==> src/rtl/pass_done_reporter.sv <==
// rtl/pass_done_reporter.sv - pass_done event capture, timestamp, FIFO and run sequencer
// Queues every non-NOOP MTC0 report with a cycle stamp and drains it to the host stream.
module pass_done_reporter #(
   parameter int FIFO_DEPTH = 8,
   parameter int CYCLE_W    = 32,
   parameter int CNT_W      = 16
) (
   input  logic                 clk,
   input  logic                 rst,
   input  logic [15:0]          pd_value,
   input  logic [7:0]           pd_code,
   output logic                 host_valid,
   input  logic                 host_ready,
   output logic [CYCLE_W+23:0]  host_data,
   output logic [CNT_W-1:0]     pass_count,
   output logic [CNT_W-1:0]     fail_count,
   output logic                 any_fail,
   output logic                 overflow,
   output logic                 running,
   output logic                 done
);
   localparam int AW = $clog2(FIFO_DEPTH);
   localparam int DW = CYCLE_W + 24;

   localparam logic [7:0] MTC0_NOOP = 8'h00;
   localparam logic [7:0] MTC0_PASS = 8'h01;
   localparam logic [7:0] MTC0_FAIL = 8'h02;
   localparam logic [7:0] MTC0_DONE = 8'h03;

   localparam logic [1:0] S_IDLE  = 2'd0;
   localparam logic [1:0] S_RUN   = 2'd1;
   localparam logic [1:0] S_DRAIN = 2'd2;
   localparam logic [1:0] S_HALT  = 2'd3;

   logic [1:0]         state;
   logic [CYCLE_W-1:0] cycle;
   logic [AW:0]        wptr, rptr, occ;
   logic [DW-1:0]      mem [FIFO_DEPTH];
   logic               empty, full, accept, pop, push, drop, last_pop;

   assign empty    = (wptr == rptr);
   assign full     = (wptr[AW] != rptr[AW]) && (wptr[AW-1:0] == rptr[AW-1:0]);
   assign occ      = wptr - rptr;
   assign accept   = ((state == S_IDLE) || (state == S_RUN)) && (pd_code != MTC0_NOOP);
   assign host_valid = !empty && (state != S_HALT);
   assign pop      = host_valid && host_ready;
   assign push     = accept && (!full || pop);
   assign drop     = accept && full && !pop;
   // Halt is entered the cycle after the final record leaves, not one cycle later.
   assign last_pop = pop && (occ == {{AW{1'b0}}, 1'b1});
   assign host_data = host_valid ? mem[rptr[AW-1:0]] : '0;
   assign running  = (state == S_RUN);
   assign done     = (state == S_HALT);

   always_ff @(posedge clk) begin
      if (push)
         mem[wptr[AW-1:0]] <= {pd_code, pd_value, cycle};
   end

   always_ff @(posedge clk or posedge rst) begin
      if (rst) begin
         wptr <= '0;
         rptr <= '0;
      end else begin
         if (push) wptr <= wptr + 1'b1;
         if (pop)  rptr <= rptr + 1'b1;
      end
   end

   always_ff @(posedge clk or posedge rst) begin
      if (rst) begin
         pass_count <= '0;
         fail_count <= '0;
         any_fail   <= 1'b0;
         overflow   <= 1'b0;
      end else begin
         if (accept && (pd_code == MTC0_PASS) && (pass_count != '1))
            pass_count <= pass_count + 1'b1;
         if (accept && (pd_code == MTC0_FAIL)) begin
            any_fail <= 1'b1;
            if (fail_count != '1)
               fail_count <= fail_count + 1'b1;
         end
         if (drop)
            overflow <= 1'b1;
      end
   end

   // The start event itself occupies stamp 0, so RUN begins counting from 1.
   always_ff @(posedge clk or posedge rst) begin
      if (rst) begin
         state <= S_IDLE;
         cycle <= '0;
      end else begin
         case (state)
            S_IDLE: begin
               if (accept) begin
                  if (pd_code == MTC0_DONE) begin
                     state <= S_DRAIN;
                  end else begin
                     state <= S_RUN;
                     cycle <= {{(CYCLE_W-1){1'b0}}, 1'b1};
                  end
               end
            end
            S_RUN: begin
               if (cycle != '1)
                  cycle <= cycle + 1'b1;
               if (accept && (pd_code == MTC0_DONE))
                  state <= S_DRAIN;
            end
            S_DRAIN: begin
               if (empty || last_pop)
                  state <= S_HALT;
            end
            default: state <= S_HALT;
         endcase
      end
   end
endmodule

==> config.mk <==
export PLATFORM = sky130hd
export DESIGN_NAME = pass_done_reporter
export DESIGN_NICKNAME = d
export VERILOG_FILES = /design/src/rtl/pass_done_reporter.sv
export SDC_FILE = /design/constraint.sdc
export NUM_CORES = 1
export LEC_CHECK = 0
export CORE_MARGIN = 3
export CORE_UTILIZATION = 59
export CTS_CLUSTER_DIAMETER = 40
export DETAILED_ROUTE_END_ITERATION = 8
export GPL_TIMING_DRIVEN = 0
export PLACE_DENSITY_LB_ADDON = 0.08
export SLEW_MARGIN = 20
export SYNTH_ARGS = -nofsm -noshare
export SYNTH_HDL_FRONTEND = slang
export SYNTH_SLANG_ARGS = --single-unit
export TNS_END_PERCENT = 10
==> constraint.sdc <==
create_clock -name clk -period 8.8 [get_ports clk]
set_input_delay 2.2 -clock clk [delete_from_list [all_inputs] [get_ports clk]]
set_output_delay 2.2 -clock clk [all_outputs]
set_load 0.005 [all_outputs]
==> results of run 1 <==
==> stage by stage <==
step / hold slack, ps / utilization [%] / worst slack (ps)
2_1_floorplan: 451 / - / 9.23
3_3_place_gp: 451 / 65.5 / -6050
3_5_place_dp: 468 / 67.1 / 1460
4_1_cts: 481 / 72.6 / 729
5_1_grt: 493 / 72.6 / 523
6_report: 471 / 72.6 / 789
==> power by group <==
group / internal (mW) / switching, mW
clock network: 1.42 / 0.959
registers: 3.44 / 0.240
logic: 1.46 / 1.58
==> routing by layer <==
| metal | up-vias | share of wire (%) | GRT usage (%) |
|---|---|---|---|
| li1 | 5261 | - | - |
| met1 | 6009 | 43 | 36.4 |
| met2 | 460 | 48 | 38.4 |
| met3 | 78 | 7.0 | 4.07 |
| met4 | 0 | 2.5 | 6.92 |
| met5 | - | 0 | 0 |
==> cells by family (layout without fill, tap and decap cells) <==
group | Yosys count | in the layout | synth area share [%]
compound gates | 133 | 133 | 3.69
xor+xnor | 40 | 40 | 1.67
fa+ha+maj | 9 | 9 | 0.572
buf+inv | 76 | 367 | 1.49
flops | 524 | 524 | 73.1
mux | 115 | 115 | 12.2
simple gates | 316 | 316 | 7.36
==> worst reg2reg max path: stages (launching register included) <==
cell      delay, ps
dfrtp_1         350
clkbuf_1        420
clkbuf_1        600
clkbuf_1        600
inv_1           230
ha_1            350
nand3_1         120
nor3b_1          90
nor2b_1         360
nand2_1         210
nor3_2          500
buf_6           240
buf_6           170
buf_6           170
buf_4           180
==> cell usage after synthesis, drive strengths merged (2+ instances only) <==
cell and number:
mux2 2, nand2 165, nand2b 6, nor2 35, o21ai 31, a221o 2, a21oi 67, o311ai 2
nor3 13, xnor2 23, inv 19, nand3b 2, and4 4, nand3 22, nor2b 4, nand4 22
clkbuf 36, nor4 10, dfrtp 76, ha 8, buf 21, o31ai 9, nor3b 4, and3 7
and2 7, a31oi 14, a41oi 2, nand4b 3, xor2 17, mux4 112, or3 7, edfxtp 448
or4 5
==> worst paths after layout <==
check	from	end	slack [ps]	depth (start not counted)
max	rptr[1]	host_data[53]	790	11
min	any_fail	any_fail	470	1
max reg2reg	rptr[1]	mem[2][33]	3920	14
min reg2reg	any_fail	any_fail	470	1
max in group asynchronous	rst	cycle[28]	6280	3
min in group asynchronous	rst	fail_count[11]	1930	2
==> flip-flops by register name (all words and copies together) (netlist names) <==
signal / count
pass_count: 16
wptr: 4
fail_count: 16
rptr: 4
cycle: 32
any_fail: 1
mem: 448
overflow: 1
state: 2
==> area by class of cell <==
| class | count | area, sq um | area share, % |
|---|---|---|---|
| Tap cell | 455 | 569 | 2.25 |
| Buffer | 57 | 241 | 0.955 |
| Multi-Input combinational cell | 613 | 5390 | 21.3 |
| Sequential cell | 524 | 15400 | 60.7 |
| Clock buffer | 76 | 1610 | 6.38 |
| Inverter | 19 | 76.3 | 0.302 |
| Clock inverter | 30 | 305 | 1.21 |
| Timing Repair Buffer | 185 | 1730 | 6.86 |
==> flow_summary.yaml, run 1 <==
yosys:
  synth_flop_cell: "edfxtp_1"
  synth-seq-area-share_pct: 73.1
  synth_area_leaders: "edfxtp_1 (64%), mux4_2 (12%), dfrtp_1 (9.0%)"
  syn-num-nets: 1249
  yosysUniqueCellTypes: 54
  syn_area_per_cell_sq_um: 17.3
  synth_area_sq_um: 21000
  synth_top_cell_by_area: "edfxtp_1"
  ys_warn_count: 0
  ys_async_sr_fraction_pct: 14.5
  synth_top_area_share_pct: 64.0
  synth_edf_count: 448
  netlist_instances: 1213
  yosys_register_bits: 524
worst_setup_path:
  cp.required_ps: 6600
  path_buf_inv: 7
  critical-path-slowest-cell: "o21ai_0"
  worstPathCellList: "clkbuf_1, clkbuf_1, clkbuf_1, inv_1, ha_1, nand3_1, o21ai_0, clkbuf_1, clkbuf_1, a21oi_1, clkdlybuf4s50_1"
  path_common_cell: "clkbuf_1"
  crit_path_end_kind: "output port"
  startpoint_type: "flop"
  cp_max_fo: 10
  cp.arrival_ps: 5810
  critPathKind: "reg2out"
  critPathMaxStageDelay_ps: 780
  critPathTopFamily: "buffers and inverters"
cells_and_area:
  layout_common_cells: "edfxtp_1 (448), nand2_1 (165), clkdlybuf4s50_1 (119), mux4_2 (112), dfrtp_1 (76)"
  nets: 1495
  drive_above_1_share_pct: 20.4
  antenna_cells: 0
  final_area_sq_um: 25300
  fin_cells: 1959
  area.growth.synth_to_final_pct: 20.3
  fill_cells: 2177
  final_common_cell: "edfxtp_1"
route:
  first_pass_iters: 5
  vias: 11800
  routed_via_density: 6.03
  dr.first_iter.drc_count: 1000
  ant_nets: 0
  wl_per_cell_um: 22.9
  wl_um: 44900
  route.detailed.drc: 0
die:
  die_h_um: 195
  die_x_um: 195
  die_area_sq_um: 37900
  ios: 120
  core_sq_um: 34800
  start_util_pct: 60.4
  rows: 68
grt:
  grt.overflow.total: 0
  grt_pass1_wl_um: 71400
  grt_usage_pct: 24.4
  grt_pass1_vias: 12100
  antenna_found_initial: 0
  grt_max_degree: 55
cts:
  cts_hold_buf: 0
  cts_sinks: 524
  cts.clk_slew.worst_paths_ps: 60
  clock_latency_ps: 580
  clockBufferDepth: 3
  cts_tree: "yes"
  root_buffer: "clkbuf_16"
  cts_htree_levels: 2
  cts_resized: 0
  cts_setup_buffers: 0
  cts_buffers: 59
sta:
  rsz0062_at_grt: "no"
  slew_violations: 0
  fin_crit_sh_pct: 91.0
  slew_headroom_pct: 34.1
  tightest_slew_ps: 979
  fmax_mhz: 125
  finalHoldViolCount: 0
  fin_crit_ps: 8010
  tns_ps: 0
  finClkSkew_ps: 10.5
  setup-violations-final: 0
place:
  place_inst: 1853
  place.port_buffers: 119
  gp_congestion: 0.823
  dp_hpwl_um: 29700
  post_dp_cell_area_sq_um: 23400
power:
  powerDensity_nw_per_um2: 360
  p_leak_nw: 8.86
  total_power_mw: 9.10
  peakVddDrop_mv: 0.252
status:
  status: "complete, no violations"
job:
  maxCapViolCount: 0
min_path:
  holdCritPathClass: "reg2reg"
Power figures use the tool's default switching activity.
==> run 2: changes to the inputs <==
--- a/config.mk
+++ b/config.mk
@@ -8,6 +8,7 @@
 export CORE_MARGIN = 3
 export CORE_UTILIZATION = 59
 export CTS_CLUSTER_DIAMETER = 40
+export CTS_CLUSTER_SIZE = 14
 export DETAILED_ROUTE_END_ITERATION = 8
 export GPL_TIMING_DRIVEN = 0
 export PLACE_DENSITY_LB_ADDON = 0.08
==> flow_summary.yaml, run 2 (synthesis results as in run 1) <==
cts:
  cts_htree_levels: 2
  cts_buffers: 59
  cts.clk_slew.worst_paths_ps: 60
  root_buffer: "clkbuf_16"
  cts_sinks: 524
  cts_setup_buffers: 0
  cts_resized: 0
  cts_hold_buf: 0
  clock_latency_ps: 600
  clockBufferDepth: 3
  cts_tree: "yes"
grt:
  grt_pass1_wl_um: 71700
  grt_pass1_vias: 12100
  grt_usage_pct: 24.7
  grt_max_degree: 55
  antenna_found_initial: 0
  grt.overflow.total: 0
die:
  start_util_pct: 60.4
  die_area_sq_um: 37900
  die_h_um: 195
  ios: 120
  core_sq_um: 34800
  die_x_um: 195
  rows: 68
min_path:
  hold_depth: 1
  holdCritPathClass: "reg2reg"
  hp-start: "any_fail"
  holdPathEnd: "any_fail"
route:
  first_pass_iters: 5
  vias: 11900
  routed_via_density: 6.07
  route.detailed.drc: 0
  dr.first_iter.drc_count: 1089
  wl_um: 45600
  ant_nets: 0
  wl_per_cell_um: 23.2
worst_setup_path:
  reg2reg_slack_ps: 3830
  critPathKind: "reg2out"
  cp.arrival_ps: 5800
  cp_max_fo: 10
  crit_path_end_kind: "output port"
  r2r_cells: 12
  rr_startpoint: "rptr[1]"
  cp.required_ps: 6600
  startpoint_type: "flop"
  rr_endpoint: "mem[6][23]"
cells_and_area:
  final-seq-area_sq_um: 15400
  drive_above_1_share_pct: 21.0
  multi_input_area_sq_um: 5390
  area.growth.synth_to_final_pct: 21.2
  fin_cells: 1963
  layout_common_cells: "edfxtp_1 (448), nand2_1 (165), clkdlybuf4s50_1 (119), mux4_2 (112), dfrtp_1 (76)"
  nets: 1495
  fill_cells: 2154
  largest_reg_flops: 448
  final_common_cell: "edfxtp_1"
  antenna_cells: 0
place:
  place_ws_ps: 1460
  place.port_buffers: 119
  gp_congestion: 0.823
  dp_hpwl_um: 29700
  place_inst: 1853
sta:
  slew_headroom_pct: 36.7
  fin_crit_ps: 8000
  timing.final.ws_setup_ps: 796
  setup-violations-final: 0
  whs_ps: 477
  rsz0062_at_grt: "no"
  finClkSkew_ps: 20.6
  slew_violations: 0
  tightest_slew_ps: 940
  fmax_mhz: 125
  finalHoldViolCount: 0
  fin_crit_sh_pct: 90.9
power:
  p_leak_nw: 8.95
  total_power_mw: 9.34
  peakVddDrop_mv: 0.255
  powerDensity_nw_per_um2: 366
job:
  maxCapViolCount: 0
status:
  status: "complete, no violations"
==> run 2: cell type report <==
type | instances | share of cell area [%]
sequential | 524 | 60.3
multi-input combinational | 613 | 21.1
timing repair buffer | 185 | 6.81
clock buffer | 69 | 6.11
tap | 455 | 2.23
clock inverter | 41 | 2.18
buffer | 57 | 0.948
inverter | 19 | 0.300
==> run 2: worst max-delay path by stage <==
| stage | startpoint | endpoint | slack [ps] | cells past startpoint |
|---|---|---|---|---|
| after floorplan | pd_code[1] | mem[0][0] | 9 | 5 |
| after CTS | rptr[1] | host_data[26] | 760 | 11 |
| after global routing | rptr[1] | host_data[52] | 520 | 11 |
| after detailed placement | rptr[1] | host_data[53] | 1460 | 11 |
| after global placement | pd_code[1] | mem[1][32] | -6050 | 6 |
| final | rptr[1] | host_data[43] | 800 | 11 |
==> run 2: where the power goes <==
group | switching, mW | leakage [nW] | internal (mW) | total [mW]
clock | 1.02 | 1.01 | 1.58 | 2.60
combinational | 1.59 | 2.77 | 1.46 | 3.05
sequential | 0.242 | 5.17 | 3.44 | 3.68
total | 2.85 | 8.95 | 6.48 | 9.34
==> run 2: critical path, cell delays in order (launching register included) <==
cell and delay, ps:
dfrtp_1 350, clkbuf_1 440, clkbuf_1 620, clkbuf_1 610
inv_1 230, ha_1 380, nand3_1 110, o21ai_0 750
clkbuf_1 500, clkbuf_1 550, a21oi_1 130, clkdlybuf4s50_1 510
==> run 2: through the flow <==
stage          setup TNS [ps]  util (%)  instance area (sq um)
2_1_floorplan               0         -                  21000
3_3_place_gp         -1622470      65.5                  22800
3_5_place_dp                0      67.1                  23400
4_1_cts                     0      73.2                  25500
5_1_grt                     0      73.2                  25500
6_report                    0      73.2                  25500
==> run 2: routing by layer <==
| layer | part of all wire, % | track usage (%) | vias up | routed length, um |
|---|---|---|---|---|
| met4 | 2.2 | 6.55 | 0 | 1030 |
| met1 | 43 | 36.4 | 6109 | 19500 |
| met5 | 0 | 0 | - | 0 |
| met3 | 6.8 | 4.47 | 81 | 3120 |
| met2 | 48 | 39.1 | 453 | 22000 |
| li1 | - | - | 5271 | - |
